## src/rtl/result_reader_if.sv

```systemverilog
// Handshake and bus bundle for result_reader: start request, memory read port,
// UART line and status flags. The design connects through the slave modport.
interface result_reader_if;
    logic        start;
    logic        mem_re;
    logic [12:0] mem_raddr;
    logic [7:0]  mem_dout;
    logic        tx;
    logic        busy;
    logic        done;

    modport slave (
        input  start,
        input  mem_dout,
        output mem_re,
        output mem_raddr,
        output tx,
        output busy,
        output done
    );

    modport master (
        output start,
        output mem_dout,
        input  mem_re,
        input  mem_raddr,
        input  tx,
        input  busy,
        input  done
    );
endinterface

```

## src/rtl/result_reader.sv

```systemverilog
// Reads N_WORDS bytes from memory starting at BASE_ADDR and sends each as a UART 8N1 frame.
// Optional trailing XOR checksum frame when RESULT_READER_CHECKSUM_EN is defined.
module result_reader #(
    parameter int unsigned CLKS_PER_BIT = 16,
    parameter int unsigned BASE_ADDR    = 1,
    parameter int unsigned N_WORDS      = 8
) (
    input  logic           clk,
    input  logic           rst,
    result_reader_if.slave bus
);

    typedef enum logic [3:0] {
        S_IDLE,
        S_FETCH,
        S_WAIT,
        S_LOAD,
        S_START,
        S_DATA,
        S_STOP,
        S_NEXT
`ifdef RESULT_READER_CHECKSUM_EN
        ,
        S_CSUM
`endif
    } state_t;

    localparam logic [15:0] LP_LAST = 16'(CLKS_PER_BIT - 1);
    localparam logic [12:0] LP_BASE = 13'(BASE_ADDR);
    localparam logic [13:0] LP_N    = 14'(N_WORDS);

    state_t      r_state, w_next;
    logic [15:0] r_timer, w_timer;
    logic [2:0]  r_bit_idx, w_bit_idx;
    logic [7:0]  r_shift, w_shift;
    logic [12:0] r_addr, w_addr;
    logic [13:0] r_cnt, w_cnt;
    logic        r_busy, w_busy;
    logic        r_done, w_done;
    logic        r_tx, w_tx;
    logic        w_bit_end;
`ifdef RESULT_READER_CHECKSUM_EN
    logic [7:0]  r_csum, w_csum;
    logic        r_csum_phase, w_csum_phase;
`endif

    always_ff @(posedge clk or negedge rst) begin
        if (!rst) begin
            r_state      <= S_IDLE;
            r_timer      <= '0;
            r_bit_idx    <= '0;
            r_shift      <= '0;
            r_addr       <= '0;
            r_cnt        <= '0;
            r_busy       <= 1'b0;
            r_done       <= 1'b0;
            r_tx         <= 1'b1;
`ifdef RESULT_READER_CHECKSUM_EN
            r_csum       <= '0;
            r_csum_phase <= 1'b0;
`endif
        end else begin
            r_state      <= w_next;
            r_timer      <= w_timer;
            r_bit_idx    <= w_bit_idx;
            r_shift      <= w_shift;
            r_addr       <= w_addr;
            r_cnt        <= w_cnt;
            r_busy       <= w_busy;
            r_done       <= w_done;
            r_tx         <= w_tx;
`ifdef RESULT_READER_CHECKSUM_EN
            r_csum       <= w_csum;
            r_csum_phase <= w_csum_phase;
`endif
        end
    end

    always_comb begin
        w_next       = r_state;
        w_timer      = r_timer;
        w_bit_idx    = r_bit_idx;
        w_shift      = r_shift;
        w_addr       = r_addr;
        w_cnt        = r_cnt;
        w_busy       = r_busy;
        w_done       = 1'b0;
`ifdef RESULT_READER_CHECKSUM_EN
        w_csum       = r_csum;
        w_csum_phase = r_csum_phase;
`endif
        w_bit_end    = (r_timer == LP_LAST);

        case (r_state)
            S_IDLE: begin
                if (bus.start) begin
                    w_addr = LP_BASE;
                    w_cnt  = '0;
                    w_busy = 1'b1;
                    w_next = S_FETCH;
`ifdef RESULT_READER_CHECKSUM_EN
                    w_csum       = '0;
                    w_csum_phase = 1'b0;
`endif
                end
            end
            S_FETCH: w_next = S_WAIT;
            S_WAIT:  w_next = S_LOAD;
            S_LOAD: begin
                w_shift = bus.mem_dout;
`ifdef RESULT_READER_CHECKSUM_EN
                w_csum  = r_csum ^ bus.mem_dout;
`endif
                w_next  = S_START;
            end
            S_START: begin
                if (w_bit_end) begin
                    w_timer   = '0;
                    w_bit_idx = '0;
                    w_next    = S_DATA;
                end else begin
                    w_timer = r_timer + 16'd1;
                end
            end
            S_DATA: begin
                if (w_bit_end) begin
                    w_timer = '0;
                    w_shift = {1'b0, r_shift[7:1]};
                    if (r_bit_idx == 3'd7) begin
                        w_next = S_STOP;
                    end else begin
                        w_bit_idx = r_bit_idx + 3'd1;
                    end
                end else begin
                    w_timer = r_timer + 16'd1;
                end
            end
            S_STOP: begin
                if (w_bit_end) begin
                    w_timer = '0;
                    w_next  = S_NEXT;
                end else begin
                    w_timer = r_timer + 16'd1;
                end
            end
            S_NEXT: begin
`ifdef RESULT_READER_CHECKSUM_EN
                // The checksum frame also ends through NEXT; only then is the readout complete.
                if (r_csum_phase) begin
                    w_done = 1'b1;
                    w_busy = 1'b0;
                    w_next = S_IDLE;
                end else begin
                    w_addr = r_addr + 13'd1;
                    w_cnt  = r_cnt + 14'd1;
                    w_next = (w_cnt == LP_N) ? S_CSUM : S_FETCH;
                end
`else
                w_addr = r_addr + 13'd1;
                w_cnt  = r_cnt + 14'd1;
                if (w_cnt == LP_N) begin
                    w_done = 1'b1;
                    w_busy = 1'b0;
                    w_next = S_IDLE;
                end else begin
                    w_next = S_FETCH;
                end
`endif
            end
`ifdef RESULT_READER_CHECKSUM_EN
            S_CSUM: begin
                w_shift      = r_csum;
                w_csum_phase = 1'b1;
                w_next       = S_START;
            end
`endif
            default: w_next = S_IDLE;
        endcase

        // tx is registered from the state being entered so the line changes on the state edge.
        w_tx = 1'b1;
        if (w_next == S_START) begin
            w_tx = 1'b0;
        end else if (w_next == S_DATA) begin
            w_tx = w_shift[0];
        end
    end

    assign bus.mem_re    = (r_state == S_FETCH);
    assign bus.mem_raddr = r_addr;
    assign bus.tx        = r_tx;
    assign bus.busy      = r_busy;
    assign bus.done      = r_done;

endmodule

```

## src/flat_wrapper.sv

```systemverilog
// flat-port wrapper written by rule: the top's interface ports become plain ports
module result_reader_flat 
#(
    parameter int unsigned CLKS_PER_BIT = 16,
    parameter int unsigned BASE_ADDR    = 1,
    parameter int unsigned N_WORDS      = 8
)
  (clk, rst, bus_start, bus_mem_dout, bus_mem_re, bus_mem_raddr, bus_tx, bus_busy, bus_done);
  result_reader_if bus_i ();
  input  logic clk;
  input  logic rst;
  input wire logic [$bits(bus_i.start)-1:0] bus_start;
  input wire logic [$bits(bus_i.mem_dout)-1:0] bus_mem_dout;
  output wire logic [$bits(bus_i.mem_re)-1:0] bus_mem_re;
  output wire logic [$bits(bus_i.mem_raddr)-1:0] bus_mem_raddr;
  output wire logic [$bits(bus_i.tx)-1:0] bus_tx;
  output wire logic [$bits(bus_i.busy)-1:0] bus_busy;
  output wire logic [$bits(bus_i.done)-1:0] bus_done;
  assign bus_i.start = bus_start;
  assign bus_i.mem_dout = bus_mem_dout;
  assign bus_mem_re = bus_i.mem_re;
  assign bus_mem_raddr = bus_i.mem_raddr;
  assign bus_tx = bus_i.tx;
  assign bus_busy = bus_i.busy;
  assign bus_done = bus_i.done;
  result_reader #(.CLKS_PER_BIT(CLKS_PER_BIT), .BASE_ADDR(BASE_ADDR), .N_WORDS(N_WORDS)) u_core (.clk(clk), .rst(rst), .bus(bus_i));
endmodule
```

## config.mk

```make
export PLATFORM = sky130hd
export DESIGN_NAME = result_reader_flat
export DESIGN_NICKNAME = d
export VERILOG_FILES = /design/src/rtl/result_reader_if.sv /design/src/rtl/result_reader.sv /design/src/flat_wrapper.sv
export SDC_FILE = /design/constraint.sdc
export NUM_CORES = 1
export LEC_CHECK = 0
export BUFFER_PORTS_ARGS = -buffer_cell sky130_fd_sc_hd__buf_4
export CAP_MARGIN = 30
export CELL_PAD_IN_SITES_DETAIL_PLACEMENT = 1
export CELL_PAD_IN_SITES_GLOBAL_PLACEMENT = 1
export CORE_UTILIZATION = 42
export DETAILED_ROUTE_END_ITERATION = 6
export PLACE_DENSITY = 0.79
export SLEW_MARGIN = 5
export SYNTH_ARGS = -nofsm -noshare
export SYNTH_HDL_FRONTEND = slang
export SYNTH_SLANG_ARGS = --single-unit
```

## constraint.sdc

```tcl
create_clock -name clk -period 2 [get_ports clk]
set_input_delay 0.4 -clock clk [delete_from_list [all_inputs] [get_ports clk]]
set_output_delay 0.4 -clock clk [all_outputs]
set_load 0.05 [all_outputs]
```

* After elaboration in Yosys (flattened, before gate mapping)
Index checks and enable logic that the tools add are counted.
** Cells by class
- Equal/unequal tests :: 17
- Mux-type cells :: 25
- Reduce and logical (&&, ||, !) cells :: 9
- $add $sub $neg :: 4
** Operator list (number)
- $pmux W4 S8 :: 1
- $pmux W14 S2 :: 1
- $pmux W13 S2 :: 1
- $eq A4 B3 Y1 const B :: 6
- $mux W4 :: 5
- $add A16 B1 Y16 const B :: 1
- $eq A16 B4 Y1 const B :: 1
- $mux W16 :: 1
- $pmux W8 S2 :: 1
- $add A14 B1 Y14 const B :: 1
- $eq A14 B4 Y1 const B :: 1
- $mux W14 :: 1
- $add A13 B1 Y13 const B :: 1
- $mux W13 :: 1
- $mux W3 :: 3
- $eq A4 B2 Y1 const B :: 2
- $mux W8 :: 1
- $mux W1 :: 7
- $ne A2 B1 Y1 const B :: 3
- $pmux W3 S2 :: 1
- $reduce_bool A2 Y1 :: 3
- $eq A4 B1 Y1 const B :: 1
- $logic_not A4 Y1 :: 1
- $ne A2 B2 Y1 const B :: 2
- other kinds (7) :: 8
** Word-level totals
- Bits of input ports :: 11
- Output and inout bits :: 17
- Word-level logic and storage cells :: 65
- Bits in registers :: 61

* Depth between registers and ports, before layout
Gate-level depths: netlist of run 1.
- Depth after elaboration :: 7
- Depth in mapped cells :: 7
- Depth with buffers taken out :: 6

* Worst setup path after synthesis of run 1
Ideal clock, no wire load.
- Kind :: flip-flop to output port
- From :: register u_core.r_state[1]
- To :: output bus_mem_re
- Path buffers :: 1
- Setup slack :: -0.195 ns
- Arrival time :: 1.795 ns
- Required time :: 1.600 ns
- Stages on the path, launching flop included :: 4
- Cell sequence :: dfrtp_1 -> clkbuf_1 -> nand2b_1 -> nor3_1
** On the way
- Word-level cells in the longest chain between the ends :: 1
** RTL lines
- start, declared :: line result_reader.sv:32 : state_t r_state, w_next;
- start signal, assigned :: line result_reader.sv:63 : r_state <= w_next;
- $eq A4 B1 Y1 :: line result_reader.sv:189 : assign bus.mem_re = (r_state == S_FETCH);
- end, declared :: line flat_wrapper.sv:14 : output wire logic [$bits(bus_i.mem_re)-1:0] bus_mem_re;
Every way passes these cells.

* Worst setup path in the final report of run 1
Same ends and word-level chain as after synthesis.

==> results.ini, run 1 <==
[final_layout]
fillers=855
drive_gt1_share_pct=21.5
syn2layout_area_growth_pct=21.2
final_nets=389
diodes=0
postLayoutCellArea_mm2=0.00383

[synth]
synth-seq-area-share_pct=48.4
syn_avg_cell_area_um2=9.57
yosysTopAreaCell=dfrtp_1
syn_inst=330
synth_top_area_share_pct=47.5
synth_common_cells=dfrtp_1 (60), nand2_1 (42), nor2_1 (29), o21ai_0 (29), nand3_1 (19)
ys_seq_elements=61
async_flop_share_pct=100
yosys_most_used_dff=dfrtp_1
yosysMostFrequentCell=dfrtp_1
ys_types=54
synth_edf_count=0
syn_area_mm2=0.00316
yosysWarnings=0
syn_nets=347
yosys-top-cells-area=dfrtp_1 (48%), nand2_1 (5.0%), o21ai_0 (4.6%)

[placed_design]
portBuffers=27
dpl_cell_area_mm2=0.00357
gp_congestion=0.841
dp.final_hpwl_mm=5.42

[route]
drc=0
vias_per_cell=5.57
postRouteAntennaNets=0
wl_per_cell_um=16.0
drtIter0Drc=93
num_vias=2653
drtPass1Iterations=4
wl_mm=7.61

[cts]
ctsHtreeMaxLevel=3
numCtsBuffers=9
worstSkewPairLatency_ns=0.34
clk_pin_slew_ns=0.07
cts_sinks=61
clockBufferDepth=2
cts_root_buf=clkbuf_8
hold_buffers=0
cts_tree=done

[worst_setup_path]
rrSetupSlack_ns=0.08
critPathArrivalTime_ns=1.53
worst_r2r_path_depth=5
start_kind=flip-flop
cpPeakStageDelay_ns=0.41
critical_path.max_fanout=6
cp.required_ns=1.60
timing.rr.end=u_core.bus.tx
crit_chain=buf_4 -> nand2b_2 -> nor3_4 -> buf_6
crit_type=reg -> out
slowest_stage=dfrtp_1
r2r-start=u_core.r_timer[8]
end_kind=output pin

[floorplanning]
die_w_um=88.7
start_util_pct=43.6
core_region_area_mm2=0.00725
fp.dieArea_mm2=0.00787
rows=31
die_h_um=88.7
io-pin-count=28

[timing]
fin_tns_setup_ns=0
layout_min_cycle_time_ns=1.93
tightest_slew_ns=0.664
max_freq_ghz=0.518
max_slew_margin_pct=55.7
hold_violations=0
post-route-period-util_pct=96.5
rsz0062_at_grt=false
maxSlewViolCount=0
finClkSkew_ns=0.0122
setup_violations=0

[global_routing]
antenna_found_initial=0
grt_pass1_wl_mm=12.6
overflow=0
grt_max_degree=36
grtUsageTotal_pct=20.8
grt_pass1_vias=2654

[min_path]
hold_path_class=in -> async

[power]
power_density_mw_per_mm2=780
leakage_nw=1.77
ir_drop_uv=373

[job]
drv_cap=0

[run_status]
outcome=completed

state kept, by name (all words and copies together), names as in the netlist:
| signal | flops |
|---|---|
| u_core.r_timer | 16 |
| u_core.r_cnt | 14 |
| u_core.bus.mem_raddr | 13 |
| u_core.r_shift | 8 |
| u_core.r_state | 4 |
| u_core.r_bit_idx | 3 |
| u_core.bus.busy | 1 |
| u_core.bus.done | 1 |
| u_core.bus.tx | 1 |
cells in the final DEF, fill, tap and decap left out, types with 5 or more instances in the layout:
cell type / instances
dfrtp_1: 59
buf_4: 43
nand2_1: 42
o21ai_0: 29
nor2_1: 28
nand3_1: 19
a21oi_1: 13
nand4_1: 12
xnor2_1: 10
clkbuf_8: 10
xor2_1: 9
a22oi_1: 7
a22o_1: 6
ha_1: 6
nor3_1: 5
o31ai_1: 5
metal layers:
| metal | vias to the layer above | track usage, % | part of all wire (%) | wire, um |
|---|---|---|---|---|
| li1 | 1280 | - | - | - |
| met4 | 0 | 6.45 | 1.1 | 83 |
| met5 | - | 0 | 0 | 0 |
| met3 | 7 | 4.76 | 2.1 | 157 |
| met2 | 30 | 36.2 | 52 | 3930 |
| met1 | 1336 | 25.5 | 45 | 3440 |
through the flow:
| step | power [mW] | setup slack [ns] | hold slack, ns | util, % | cells |
|---|---|---|---|---|---|
| after floorplan | 1.65 | 0.115 | 0.104 | - | 330 |
| after global placement | 1.76 | 0.0981 | 0.388 | 49.2 | 459 |
| after detailed placement | 1.80 | -0.0554 | 0.396 | 49.2 | 459 |
| after CTS | 3.02 | 0.00713 | 0.0289 | 52.4 | 475 |
| after global routing | 3.13 | 0.00452 | 0.0409 | 52.8 | 476 |
| final | 2.98 | 0.0707 | 0.0172 | 52.8 | 476 |
worst max path at each step:
stage	start	to	slack, ns	cells after the start
2_1_floorplan	u_core.r_cnt[0]	u_core.r_state[0]	0.11	6
3_3_place_gp	u_core.r_timer[12]	u_core.bus.tx	0.1	5
3_5_place_dp	u_core.r_state[2]	u_core.r_cnt[12]	-0.06	5
4_1_cts	u_core.r_state[1]	bus_mem_re	0.007	4
5_1_grt	u_core.r_state[1]	bus_mem_re	0.005	4
6_report	u_core.r_state[1]	bus_mem_re	0.07	4
logic make-up after synthesis:
kind of cell | count (synthesis) | synth area share (%)
simple gates | 146 | 25.0
compound gates | 76 | 15.5
flops | 61 | 48.4
xor+xnor | 19 | 5.27
buf+inv | 18 | 2.38
fa+ha+maj | 6 | 2.38
mux | 3 | 0.951
other cells | 1 | 0.119
power by group:
group	switching (mW)	leakage [nW]	internal (mW)
logic	0.199	0.844	0.132
registers	0.0931	0.811	1.35
clock network	0.482	0.113	0.730
area by class of cell:
cell class,count,area [um^2],share of cell area [%]
clock buffer,11,141,3.69
clock inverter,5,75.1,1.96
inverter,4,15.0,0.392
multi-input combinational,251,1590,41.5
sequential,61,1530,39.9
tap,99,124,3.24
timing repair buffer,45,354,9.25
timing repair:
| action | in CTS | in global routing |
|---|---|---|
| gates resized for setup | 4 | 3 |
| pin swaps | 1 | 2 |
| buffers inserted | 0 | 1 |
| endpoints found under the setup margin | 12 | 6 |
critical path: cells and delay by family (launching register included):
kind / cells / cell delay (ns)
buf+inv: 2 / 0.36
simple gates: 2 / 0.43
flops: 1 / 0.41
Note: power is estimated with default switching activity, not from simulation.
==> run 2, diff against run 1 <==
--- a/config.mk
+++ b/config.mk
@@ -9,9 +9,9 @@
 export CAP_MARGIN = 30
 export CELL_PAD_IN_SITES_DETAIL_PLACEMENT = 1
 export CELL_PAD_IN_SITES_GLOBAL_PLACEMENT = 1
-export CORE_UTILIZATION = 42
+export CORE_UTILIZATION = 46
 export DETAILED_ROUTE_END_ITERATION = 6
-export PLACE_DENSITY = 0.79
+export PLACE_DENSITY = 0.82
 export SLEW_MARGIN = 5
 export SYNTH_ARGS = -nofsm -noshare
 export SYNTH_HDL_FRONTEND = slang
==> constraint.sdc (replaced) <==
create_clock -name clk -period 2.07 [get_ports clk]
set_input_delay 0.414 -clock clk [delete_from_list [all_inputs] [get_ports clk]]
set_output_delay 0.414 -clock clk [all_outputs]
set_load 0.05 [all_outputs]
==> results.ini, run 2 (same netlist as run 1, synthesis figures left out) <==
[worst_setup_path]
critical_path.max_fanout=8  ; +2
worst_r2r_path_depth=6  ; +1
critPathArrivalTime_ns=2.21  ; +0.68 ns
cp.required_ns=2.32  ; +0.72 ns
end_kind=flip-flop
crit_type=reg -> reg
critical_path.n_buffers_inverters=1  ; -1
slowest_stage=nor4_1
cpPeakStageDelay_ns=0.45  ; +0.04 ns
crit_chain=nor4_1 -> nand4_2 -> nor3_4 -> buf_4 -> a221oi_2 -> o22ai_1
start_kind=flip-flop
worstSetupPathDepth=6  ; +2
critical_path.top_delay_family=simple AND/OR/NAND/NOR gates

[power]
p_sw_mw=0.754  ; -2.6%
power_frac_seq_pct=50.4  ; +2.1 points
combPwrFrac_pct=11.5  ; +0.4 points
power_density_mw_per_mm2=744  ; -4.5%
internal-power_mw=2.01  ; -9.0%
ir_drop_uv=410  ; +9.8%
clkPwrFrac_pct=38.1  ; -2.5 points
leakage_nw=1.72  ; -2.6%
swShare_pct=27.3  ; +1.3 points

[global_routing]
overflow=0  ; unchanged
grt_pass1_wl_mm=13.1  ; +4.4%
grt_pass1_vias=2764  ; +4.1%
grt_max_degree=62  ; +72%
grtUsageTotal_pct=23.3  ; +2.5 points
antenna_found_initial=0  ; unchanged

[final_layout]
top_register=u_core.r_timer
syn2layout_area_growth_pct=17.5
final_nets=384  ; -1.3%
mostFrequentLayoutCells=dfrtp_1 (60), nand2_1 (42), buf_4 (40)
postLayoutCellArea_mm2=0.00371  ; -3.0%
diodes=0  ; unchanged
final_common_cell=dfrtp_1
final_util_pct=57.2  ; +4.4 points
largest_reg_flops=16  ; unchanged
drive_gt1_share_pct=19.1  ; -2.4 points

[cts]
numCtsBuffers=9  ; unchanged
clockBufferDepth=2  ; unchanged
clk_pin_slew_ns=0.07  ; about the same
cts_root_buf=clkbuf_8
worstSkewPairLatency_ns=0.34  ; about the same
ctsHtreeMaxLevel=3  ; unchanged
cts_tree=done
cts_sinks=61  ; unchanged
hold_buffers=0  ; unchanged

[timing]
maxSlewViolCount=0  ; unchanged
post-route-period-util_pct=94.4
max_freq_ghz=0.512
setup_violations=0  ; unchanged
hold_violations=0  ; unchanged
layout_min_cycle_time_ns=1.95
rsz0062_at_grt=true
finClkSkew_ns=0.00833  ; -0.00392 ns
tightest_slew_ns=0.786  ; +0.121 ns
hold_ws_ns=0.148  ; +0.130 ns
max_slew_margin_pct=47.6  ; -8.0 points
fin_tns_setup_ns=0  ; unchanged
setup_ws_ns=0.115  ; +0.0445 ns

[placed_design]
gp_congestion=0.796  ; -5.4%
dpl_cell_area_mm2=0.00349  ; -2.2%
dp.final_hpwl_mm=5.20  ; -4.2%
dpl_worst_slack_ns=0.0653  ; +0.121 ns
portBuffers=27  ; unchanged

[floorplanning]
io-pin-count=28  ; unchanged
die_h_um=84.9  ; -4.3%
fp.dieArea_mm2=0.00720  ; -8.5%
core_region_area_mm2=0.00649  ; -10%
rows=29  ; -6.5%
start_util_pct=48.6  ; +5.1 points
die_w_um=84.9  ; -4.3%

[route]
drtPass1Iterations=7  ; +3
postRouteAntennaNets=0  ; unchanged
num_vias=2652  ; -0.038%
wl_mm=7.77  ; +2.1%
wl_per_cell_um=17.3  ; +8.2%
drc=2  ; +2
vias_per_cell=5.91  ; +6.0%
drtIter0Drc=90  ; -3.2%

[min_path]
hold_path_class=in -> async

[job]
drv_cap=0  ; unchanged

[run_status]
outcome=finished with violations
violations=DRC

==> run 2: layer usage <==
| metal | global-route usage, % | up-vias | share of wire (%) |
|---|---|---|---|
| met2 | 40.1 | 33 | 51 |
| met5 | 0 | - | 0 |
| met3 | 3.89 | 17 | 2.1 |
| met1 | 28.9 | 1333 | 45 |
| li1 | - | 1269 | - |
| met4 | 10.6 | 0 | 2.1 |
==> run 2: layout make-up <==
cell class              instances  area, um^2
clock inverters                 4        47.5
inverters                       4        15.0
flip-flops and latches         61        1530
clock buffers                  12         145
multi-input cells             251        1580
well taps                      77        96.3
repair buffers                 40         300
fillers                       736        2780
==> run 2: path summary, 6_finish.rpt <==
check / startpoint / endpoint / slack (ns)
worst max-delay path: u_core.r_timer[13] / u_core.bus.tx / 0.12
worst min-delay path: rst / u_core.r_cnt[5] / 0.15
worst max register to register: u_core.r_timer[13] / u_core.bus.tx / 0.12
worst min register to register: u_core.r_timer[15] / u_core.r_timer[15] / 0.48
max in group asynchronous: rst / u_core.r_state[1] / 1.40
min in group clk: bus_mem_dout[3] / u_core.r_shift[3] / 0.30
==> run 2: timing repair <==
action,in CTS,in global routing
setup endpoints to repair,0,7
buffers inserted,0,1
gates resized for setup,0,2
==> run 2: worst reg2reg max path: cells and delay by family, from the launching register on <==
kind            cells  cell delay (ns)
simple gates        3             1.02
flops               1             0.40
compound gates      2             0.28
buf+inv             1             0.18
==> run 2: power groups by stage <==
stage	logic [mW]	registers, mW	clock network, mW
detailed placement	0.316	1.41	0
CTS	0.322	1.39	1.07
floorplan	0.182	1.41	0
global route	0.357	1.41	1.12
global placement	0.296	1.40	0
finish	0.318	1.39	1.05
==> run 2: metrics by stage <==
stage / total power, mW / std cells
floorplan: 1.59 / 330
global placement: 1.70 / 431
detailed placement: 1.73 / 432
CTS: 2.78 / 448
global route: 2.88 / 449
finish: 2.76 / 449
